## src/rtl/bcd_timekeeper_if.sv

```systemverilog
// bcd_timekeeper_if: control inputs and BCD time outputs of the timekeeper.
// TWELVE_HOUR_EN adds the pm flag.
interface bcd_timekeeper_if;
  logic       run, adj_sec, adj_min, adj_hrs;
  logic [3:0] sec_u, min_u, hrs_u;
  logic [2:0] sec_d, min_d;
  logic [1:0] hrs_d;
  logic       minute_tick, sec_tick;
`ifdef TWELVE_HOUR_EN
  logic       pm;
`endif
  modport master (
    output run, adj_sec, adj_min, adj_hrs,
    input  sec_u, sec_d, min_u, min_d, hrs_u, hrs_d, minute_tick, sec_tick
`ifdef TWELVE_HOUR_EN
    , input pm
`endif
  );
  modport slave (
    input  run, adj_sec, adj_min, adj_hrs,
    output sec_u, sec_d, min_u, min_d, hrs_u, hrs_d, minute_tick, sec_tick
`ifdef TWELVE_HOUR_EN
    , output pm
`endif
  );
endinterface

```

## src/rtl/bcd_timekeeper.sv

```systemverilog
// bcd_timekeeper: BCD HH:MM:SS clock with a 1 Hz prescaler, adjust pulses and tick strobes.
// Define TWELVE_HOUR_EN for 12-hour mode with a pm flag.
module bcd_timekeeper #(
  parameter int CLK_HZ = 31_500_000
) (
  input logic clk,
  input logic reset_n,
  bcd_timekeeper_if.slave t
);
  localparam int CNT_W = $clog2(CLK_HZ);
`ifdef TWELVE_HOUR_EN
  localparam logic [1:0] H0_D = 2'd1, LAST_D = 2'd1, WRAP_D = 2'd0;
  localparam logic [3:0] H0_U = 4'd2, LAST_U = 4'd2, WRAP_U = 4'd1;
`else
  localparam logic [1:0] H0_D = 2'd0, LAST_D = 2'd2, WRAP_D = 2'd0;
  localparam logic [3:0] H0_U = 4'd0, LAST_U = 4'd3, WRAP_U = 4'd0;
`endif
  logic [CNT_W-1:0] cnt;
  logic pending, tick, adj, apply, s59, m59, inc_s, inc_m, inc_h;
  always_comb begin
    tick  = t.run && cnt == CNT_W'(CLK_HZ - 1);
    adj   = t.adj_sec || t.adj_min || t.adj_hrs;
    // any adjust pulse wins the cycle; the tick waits in pending
    apply = (tick || pending) && !adj;
    s59   = t.sec_d == 3'd5 && t.sec_u == 4'd9;
    m59   = t.min_d == 3'd5 && t.min_u == 4'd9;
    inc_s = apply || t.adj_sec;
    inc_m = (apply && s59) || t.adj_min;
    inc_h = (apply && s59 && m59) || t.adj_hrs;
  end
  always_ff @(posedge clk or negedge reset_n) begin
    if (!reset_n) begin
      cnt           <= '0;
      pending       <= 1'b0;
      t.sec_u       <= 4'd0;
      t.sec_d       <= 3'd0;
      t.min_u       <= 4'd0;
      t.min_d       <= 3'd0;
      t.hrs_u       <= H0_U;
      t.hrs_d       <= H0_D;
      t.sec_tick    <= 1'b0;
      t.minute_tick <= 1'b0;
`ifdef TWELVE_HOUR_EN
      t.pm          <= 1'b0;
`endif
    end else begin
      if (t.run) cnt <= tick ? '0 : cnt + 1'b1;
      pending       <= adj && (tick || pending);
      t.sec_tick    <= apply;
      t.minute_tick <= inc_m;
      if (inc_s) begin
        t.sec_u <= t.sec_u == 4'd9 ? 4'd0 : t.sec_u + 4'd1;
        if (t.sec_u == 4'd9) t.sec_d <= t.sec_d == 3'd5 ? 3'd0 : t.sec_d + 3'd1;
      end
      if (inc_m) begin
        t.min_u <= t.min_u == 4'd9 ? 4'd0 : t.min_u + 4'd1;
        if (t.min_u == 4'd9) t.min_d <= t.min_d == 3'd5 ? 3'd0 : t.min_d + 3'd1;
      end
      if (inc_h) begin
        if (t.hrs_d == LAST_D && t.hrs_u == LAST_U) begin
          t.hrs_d <= WRAP_D;
          t.hrs_u <= WRAP_U;
        end else if (t.hrs_u == 4'd9) begin
          t.hrs_d <= t.hrs_d + 2'd1;
          t.hrs_u <= 4'd0;
        end else t.hrs_u <= t.hrs_u + 4'd1;
`ifdef TWELVE_HOUR_EN
        if (t.hrs_d == 2'd1 && t.hrs_u == 4'd1) t.pm <= ~t.pm;
`endif
      end
    end
  end
endmodule

```

## src/flat_wrapper.sv

```systemverilog
// flat-port wrapper written by rule: the top's interface ports become plain ports
module bcd_timekeeper_flat 
#(
  parameter int CLK_HZ = 31_500_000
)
  (clk, reset_n, t_run, t_adj_sec, t_adj_min, t_adj_hrs, t_sec_u, t_sec_d, t_min_u, t_min_d, t_hrs_u, t_hrs_d, t_minute_tick, t_sec_tick);
  bcd_timekeeper_if t_i ();
  input logic clk;
  input logic reset_n;
  input wire logic [$bits(t_i.run)-1:0] t_run;
  input wire logic [$bits(t_i.adj_sec)-1:0] t_adj_sec;
  input wire logic [$bits(t_i.adj_min)-1:0] t_adj_min;
  input wire logic [$bits(t_i.adj_hrs)-1:0] t_adj_hrs;
  output wire logic [$bits(t_i.sec_u)-1:0] t_sec_u;
  output wire logic [$bits(t_i.sec_d)-1:0] t_sec_d;
  output wire logic [$bits(t_i.min_u)-1:0] t_min_u;
  output wire logic [$bits(t_i.min_d)-1:0] t_min_d;
  output wire logic [$bits(t_i.hrs_u)-1:0] t_hrs_u;
  output wire logic [$bits(t_i.hrs_d)-1:0] t_hrs_d;
  output wire logic [$bits(t_i.minute_tick)-1:0] t_minute_tick;
  output wire logic [$bits(t_i.sec_tick)-1:0] t_sec_tick;
  assign t_i.run = t_run;
  assign t_i.adj_sec = t_adj_sec;
  assign t_i.adj_min = t_adj_min;
  assign t_i.adj_hrs = t_adj_hrs;
  assign t_sec_u = t_i.sec_u;
  assign t_sec_d = t_i.sec_d;
  assign t_min_u = t_i.min_u;
  assign t_min_d = t_i.min_d;
  assign t_hrs_u = t_i.hrs_u;
  assign t_hrs_d = t_i.hrs_d;
  assign t_minute_tick = t_i.minute_tick;
  assign t_sec_tick = t_i.sec_tick;
  bcd_timekeeper #(.CLK_HZ(CLK_HZ)) u_core (.clk(clk), .reset_n(reset_n), .t(t_i));
endmodule
```

## config.mk

```make
export PLATFORM = sky130hd
export DESIGN_NAME = bcd_timekeeper_flat
export DESIGN_NICKNAME = d
export VERILOG_FILES = /design/src/rtl/bcd_timekeeper_if.sv /design/src/rtl/bcd_timekeeper.sv /design/src/flat_wrapper.sv
export SDC_FILE = /design/constraint.sdc
export NUM_CORES = 1
export LEC_CHECK = 0
export ABC_AREA = 1
export CORE_ASPECT_RATIO = 0.8
export CORE_UTILIZATION = 52
export DETAILED_ROUTE_END_ITERATION = 6
export PLACE_DENSITY = 0.77
export SYNTH_ARGS = -nofsm -noshare
export SYNTH_HDL_FRONTEND = slang
export SYNTH_SLANG_ARGS = --single-unit
```

## constraint.sdc

```tcl
create_clock -name clk -period 1.74 [get_ports clk]
set_clock_uncertainty 0.1 [all_clocks]
set_input_delay 0.261 -clock clk [delete_from_list [all_inputs] [get_ports clk]]
set_output_delay 0.261 -clock clk [all_outputs]
set_load 0.005 [all_outputs]
```

Word level (Yosys, flattened, before mapping)
Cells that the tools add are included.
{"block": "op_classes", "n_reduce_logical": 19, "muxes": 9, "eq_ne": 8, "n_addsub": 7}
{"cell": "25-bit by 1-bit adder with 25-bit output, second input constant", "n": 1}
{"cell": "25-bit equality test, second input constant", "n": 1}
{"cell": "25-bit two-way mux", "n": 1}
{"cell": "4-bit two-way mux", "n": 4}
{"cell": "4-bit by 1-bit adder with 4-bit output, second input constant", "n": 3}
{"cell": "4-bit equality test, second input constant", "n": 3}
{"cell": "1-bit logical AND", "n": 8}
{"cell": "3-bit by 1-bit adder with 3-bit output, second input constant", "n": 2}
{"cell": "3-bit equality test, second input constant", "n": 2}
{"cell": "1-bit logical OR", "n": 6}
{"cell": "3-bit two-way mux", "n": 2}
{"cell": "2-bit AND reduction", "n": 3}
{"cell": "4-bit by 2-bit equality test with 1-bit output, second input constant", "n": 1}
{"cell": "2-bit two-way mux", "n": 2}
{"cell": "2-bit by 1-bit adder with 2-bit output, second input constant", "n": 1}
{"cell": "2-bit equality test, second input constant", "n": 1}
{"cell": "2-bit nonzero test", "n": 1}
{"cell": "1-bit zero test", "n": 1}
{"block": "word_totals", "elab_cells": 53, "ff_bits": 48, "output_inout_bits": 22}

Logic depth before layout (Yosys ltp)
{"block": "logic_depth", "word_depth": 8, "depth_mapped": 12, "ltp_nobuf": 12}

Worst setup path after synthesis
Ideal clock, no wire load.
{"block": "synth_path", "path_kind": "flip-flop to flip-flop", "startpoint": "register u_core.cnt[0]", "endpoint": "register u_core.t.sec_d[0]", "path_buffers": 0, "period_less_slack_ns": 1.694, "path_stages_with_launch": 12, "t_arrival_ns": 1.468, "setup_slack_ns": 0.046, "setup_time_ns": 0.127, "path_cell_list": "dfrtp_1 > ha_1 > nand2_1 > nor2_1 > nand2_1 > nor2_2 > nand2_2 > nand2_4 > nand2_2 > nand2_4 > nand2_4 > xnor2_2"}
{"block": "synth_via", "elab_chain_cells": 6}
{"element": "start, declared", "line_no": "bcd_timekeeper.sv:18", "rtl": "logic [CNT_W-1:0] cnt;"}
{"element": "start signal, assigned", "line_no": "bcd_timekeeper.sv:47", "rtl": "if (t.run) cnt <= tick ? '0 : cnt + 1'b1;"}
{"element": "25-bit equality test", "line_no": "bcd_timekeeper.sv:21", "rtl": "tick = t.run && cnt == CNT_W'(CLK_HZ - 1);"}
{"element": "1-bit logical AND", "line_no": "bcd_timekeeper.sv:21"}
{"element": "1-bit logical OR", "line_no": "bcd_timekeeper.sv:24", "rtl": "apply = (tick || pending) && !adj;"}
{"element": "1-bit logical AND", "line_no": "bcd_timekeeper.sv:24"}
{"element": "1-bit logical OR", "line_no": "bcd_timekeeper.sv:27", "rtl": "inc_s = apply || t.adj_sec;"}
{"element": "2-bit AND reduction (no line)"}
{"element": "end signal, assigned", "line_no": "bcd_timekeeper.sv:53", "rtl": "if (t.sec_u == 4'd9) t.sec_d <= t.sec_d == 3'd5 ? 3'd0 : t.sec_d + 3'd1;"}
{"element": "end, declared", "line_no": "bcd_timekeeper_if.sv:21", "rtl": "output sec_u, sec_d, min_u, min_d, hrs_u, hrs_d, minute_tick, sec_tick"}
Every way passes these cells.
A chain may end at the register's enable or synchronous reset.

Worst setup path in the final report
{"block": "layout_path", "startpoint": "register u_core.cnt[8]", "endpoint": "register u_core.t.sec_d[0]"}
Same word-level chain as after synthesis.

==> flow_metrics.py <==
metrics = {
    "critical_path": {
        "crit_path_max_fanout": 8,
        "cp_data_arrival_time_ps": 1910,
        "end_kind": "flip-flop",
        "cp-startpoint": "u_core.cnt[8]",
        "timing.rr.start": "u_core.cnt[8]",
        "worstSetupPathType": "reg2reg",
        "startpoint_type": "flip-flop",
        "required_ps": 1830,
    },
    "synth": {
        "avgSynthCellArea_um2": 7.911,
        "syn_nets": 368,
        "synth.area.mux_share_pct": 0,
        "yosys_warnings": 0,
        "synth_fa_ha_area_share_pct": 1.322,
        "yosys.area.top_type": "dfrtp_1",
        "ys_seq_area_share_pct": 42.29,
        "synthXorXnorAreaFrac_pct": 6.123,
        "ys_ff_latch": 48,
        "synth-compound-area-share_pct": 7.004,
        "synth_top_area_share_pct": 42.29,
        "synth-simple-area-share_pct": 35.95,
        "yosys-top-cells-area": "dfrtp_1, nand2_1, inv_1, nor2_1, nand3_1",
        "synth_cell_types": 34,
        "synth_top_family_by_area": "simple AND/OR/NAND/NOR gates",
        "synthCells": 359,
        "syn_area_mm2": 0.002840,
    },
    "flow_run": {
        "maxCapViolCount": 0,
    },
    "die": {
        "die_w_um": 84.63,
        "die_y_um": 68.10,
        "io_pins": 28,
        "rows": 23,
        "dieArea_mm2": 0.005763,
        "initial_core_util_pct": 55.45,
        "core_area_mm2": 0.005122,
    },
    "power_and_ir_drop": {
        "ir_drop_v": 0.0008176,
        "leakagePower_nw": 1.878,
        "p_per_area_mw_per_mm2": 1074,
    },
    "place": {
        "portBuffers": 27,
        "dpl-instance-area_mm2": 0.003511,
        "gp_congestion": 0.9256,
        "post-place-ws_ps": -280.4,
        "dpl.hpwl_um": 5192,
    },
    "routing": {
        "wirelength_um": 7453,
        "wl_per_cell_um": 14.82,
        "dr.pass1.iters": 7,
        "drtAntennaViolNets": 0,
        "drtIter0Drc": 259,
        "drc": 0,
        "vias": 2734,
        "viasPerCell": 5.435,
    },
    "grt": {
        "grt_max_degree": 32,
        "overflow": 0,
        "grt_pass1_wl_um": 11070,
        "track_usage_pct": 24.93,
        "grt_antenna_before_repair": 0,
        "grt_pass1_vias": 2407,
    },
    "finish": {
        "fillers": 379,
        "final_cell_mix": "nand2_1, inv_1, dfrtp_1",
        "nets": 449,
        "final_common_cell": "nand2_1",
        "fin_area_mm2": 0.003780,
        "num_antenna_cells": 0,
        "area_growth_pct": 33.08,
        "drive_gt1_share_pct": 26.08,
    },
    "clock_tree": {
        "htree_num_levels": 2,
        "clk_latency_ps": 300,
        "cts.sinks": 48,
        "cts_tree": "built",
        "numCtsBuffers": 5,
        "cts.clk_slew.worst_paths_ps": 100,
        "cts-root-buf": "clkbuf_8",
        "cts_buffer_depth": 2,
    },
    "timing": {
        "fin_crit_ps": 1815,
        "finalCritPeriodShare_pct": 104.3,
        "hold_viol": 0,
        "finalMaxSlewViolations": 0,
        "max_freq_ghz": 0.5508,
        "setup_viol_count_final": 14,
        "worstMarginPinSlew_ps": 435.9,
        "setup_slack_ps": -75.45,
        "maxSlewHeadroom_pct": 70.67,
        "rsz0062_at_grt": "true",
    },
    "run_status": {
        "violations": "negative setup slack",
        "outcome": "complete, but fails checks",
    },
    "hold_path": {
        "hp-class": "in2async",
    },
}
-- state kept, by name, indices dropped and copies added (netlist names) --
signal	flops
u_core.cnt	25
u_core.t.hrs_u	4
u_core.t.min_u	4
u_core.t.sec_u	4
u_core.t.min_d	3
u_core.t.sec_d	3
u_core.t.hrs_d	2
u_core.pending	1
u_core.t.minute_tick	1
u_core.t.sec_tick	1
-- final timing paths --
| kind | depth (start not counted) | slack, ps | end |
|---|---|---|---|
| max | 11 | -80 | u_core.t.sec_d[0] |
| min | 2 | 330 | u_core.cnt[24] |
| max reg2reg | 11 | -80 | u_core.t.sec_d[0] |
| min reg2reg | 2 | 450 | u_core.t.hrs_d[0] |
| max in group asynchronous | 3 | 680 | u_core.t.sec_d[0] |
| min in group clk | 2 | 450 | u_core.t.hrs_d[0] |
-- cells by family (layout without fill, tap and decap cells) --
kind of cell / Yosys count / count (layout)
adder cells (fa/ha/maj): 3 / 3
buffers and inverters: 54 / 135
AND/OR/NAND/NOR: 199 / 200
XOR/XNOR: 19 / 19
AO/OA/AOI/OAI: 36 / 36
flip-flops: 48 / 48
-- through the flow --
| step | cells | hold WS (ps) | setup TNS, ps | utilization, % | total power [mW] |
|---|---|---|---|---|---|
| finish | 503 | 329.7 | -598.3 | 73.79 | 4.059 |
| global route | 503 | 395.9 | -3795 | 73.79 | 4.346 |
| detailed placement | 490 | 133.7 | -7979 | 68.54 | 3.238 |
| CTS | 502 | 350.0 | -253.5 | 71.57 | 3.982 |
| floorplan | 359 | -134.6 | 0 | - | 2.481 |
| global placement | 490 | 127.8 | -6101 | 68.54 | 3.164 |
-- power breakdown --
group	switching (mW)	internal, mW
clock network	0.396	0.323
logic	0.810	0.813
registers	0.325	1.39
-- critical path, stage by stage, from the launching register on --
cell and delay [ps]:
dfrtp_1 410, inv_1 80, nand2_1 60, nor2_1 170, nand2_1 120, nor2_4 160, nand2_4 80, nand2_4 100
nand2_2 80, nand2_4 140, nand2_4 90, xnor2_2 130
-- Yosys cell counts, drive strengths merged --
cell type  count
a22oi          1
a21oi         12
nand3b         3
xnor2          3
nor2          45
nor4           6
o211ai         1
o21ai         20
dfrtp         48
nor3           7
ha             3
o21a           1
nand3         29
buf            1
a2bb2oi        1
nand2         92
xor2          16
clkinv         1
nand4         17
inv           52
-- timing repair --
item                       in CTS  in global routing
gates resized for setup         5                 29
buffers inserted                2                  1
hold endpoints to repair       17                  0
pin swaps                       1                 10
hold buffers                    1                  0
setup endpoints to repair      17                 42
gates cloned                    1                  0
-- per-layer routing --
layer	wire, µm	global-route usage, %	up-vias
li1	-	-	1327
met1	3361	35.81	1283
met2	3453	40.75	111
met3	517	4.101	13
met4	121	4.237	0
met5	0	0	-
-- cell type report --
class	instances	area [µm²]	area share [%]
clock buffer	6	82.58	2.185
sequential	48	1204	31.84
timing repair buffer	74	633.1	16.75
inverter	53	200.2	5.296
tap	62	77.57	2.052
multi-input combinational	258	1568	41.48
clock inverter	2	15.01	0.3972
No activity file was read; power rests on OpenSTA's default activity.
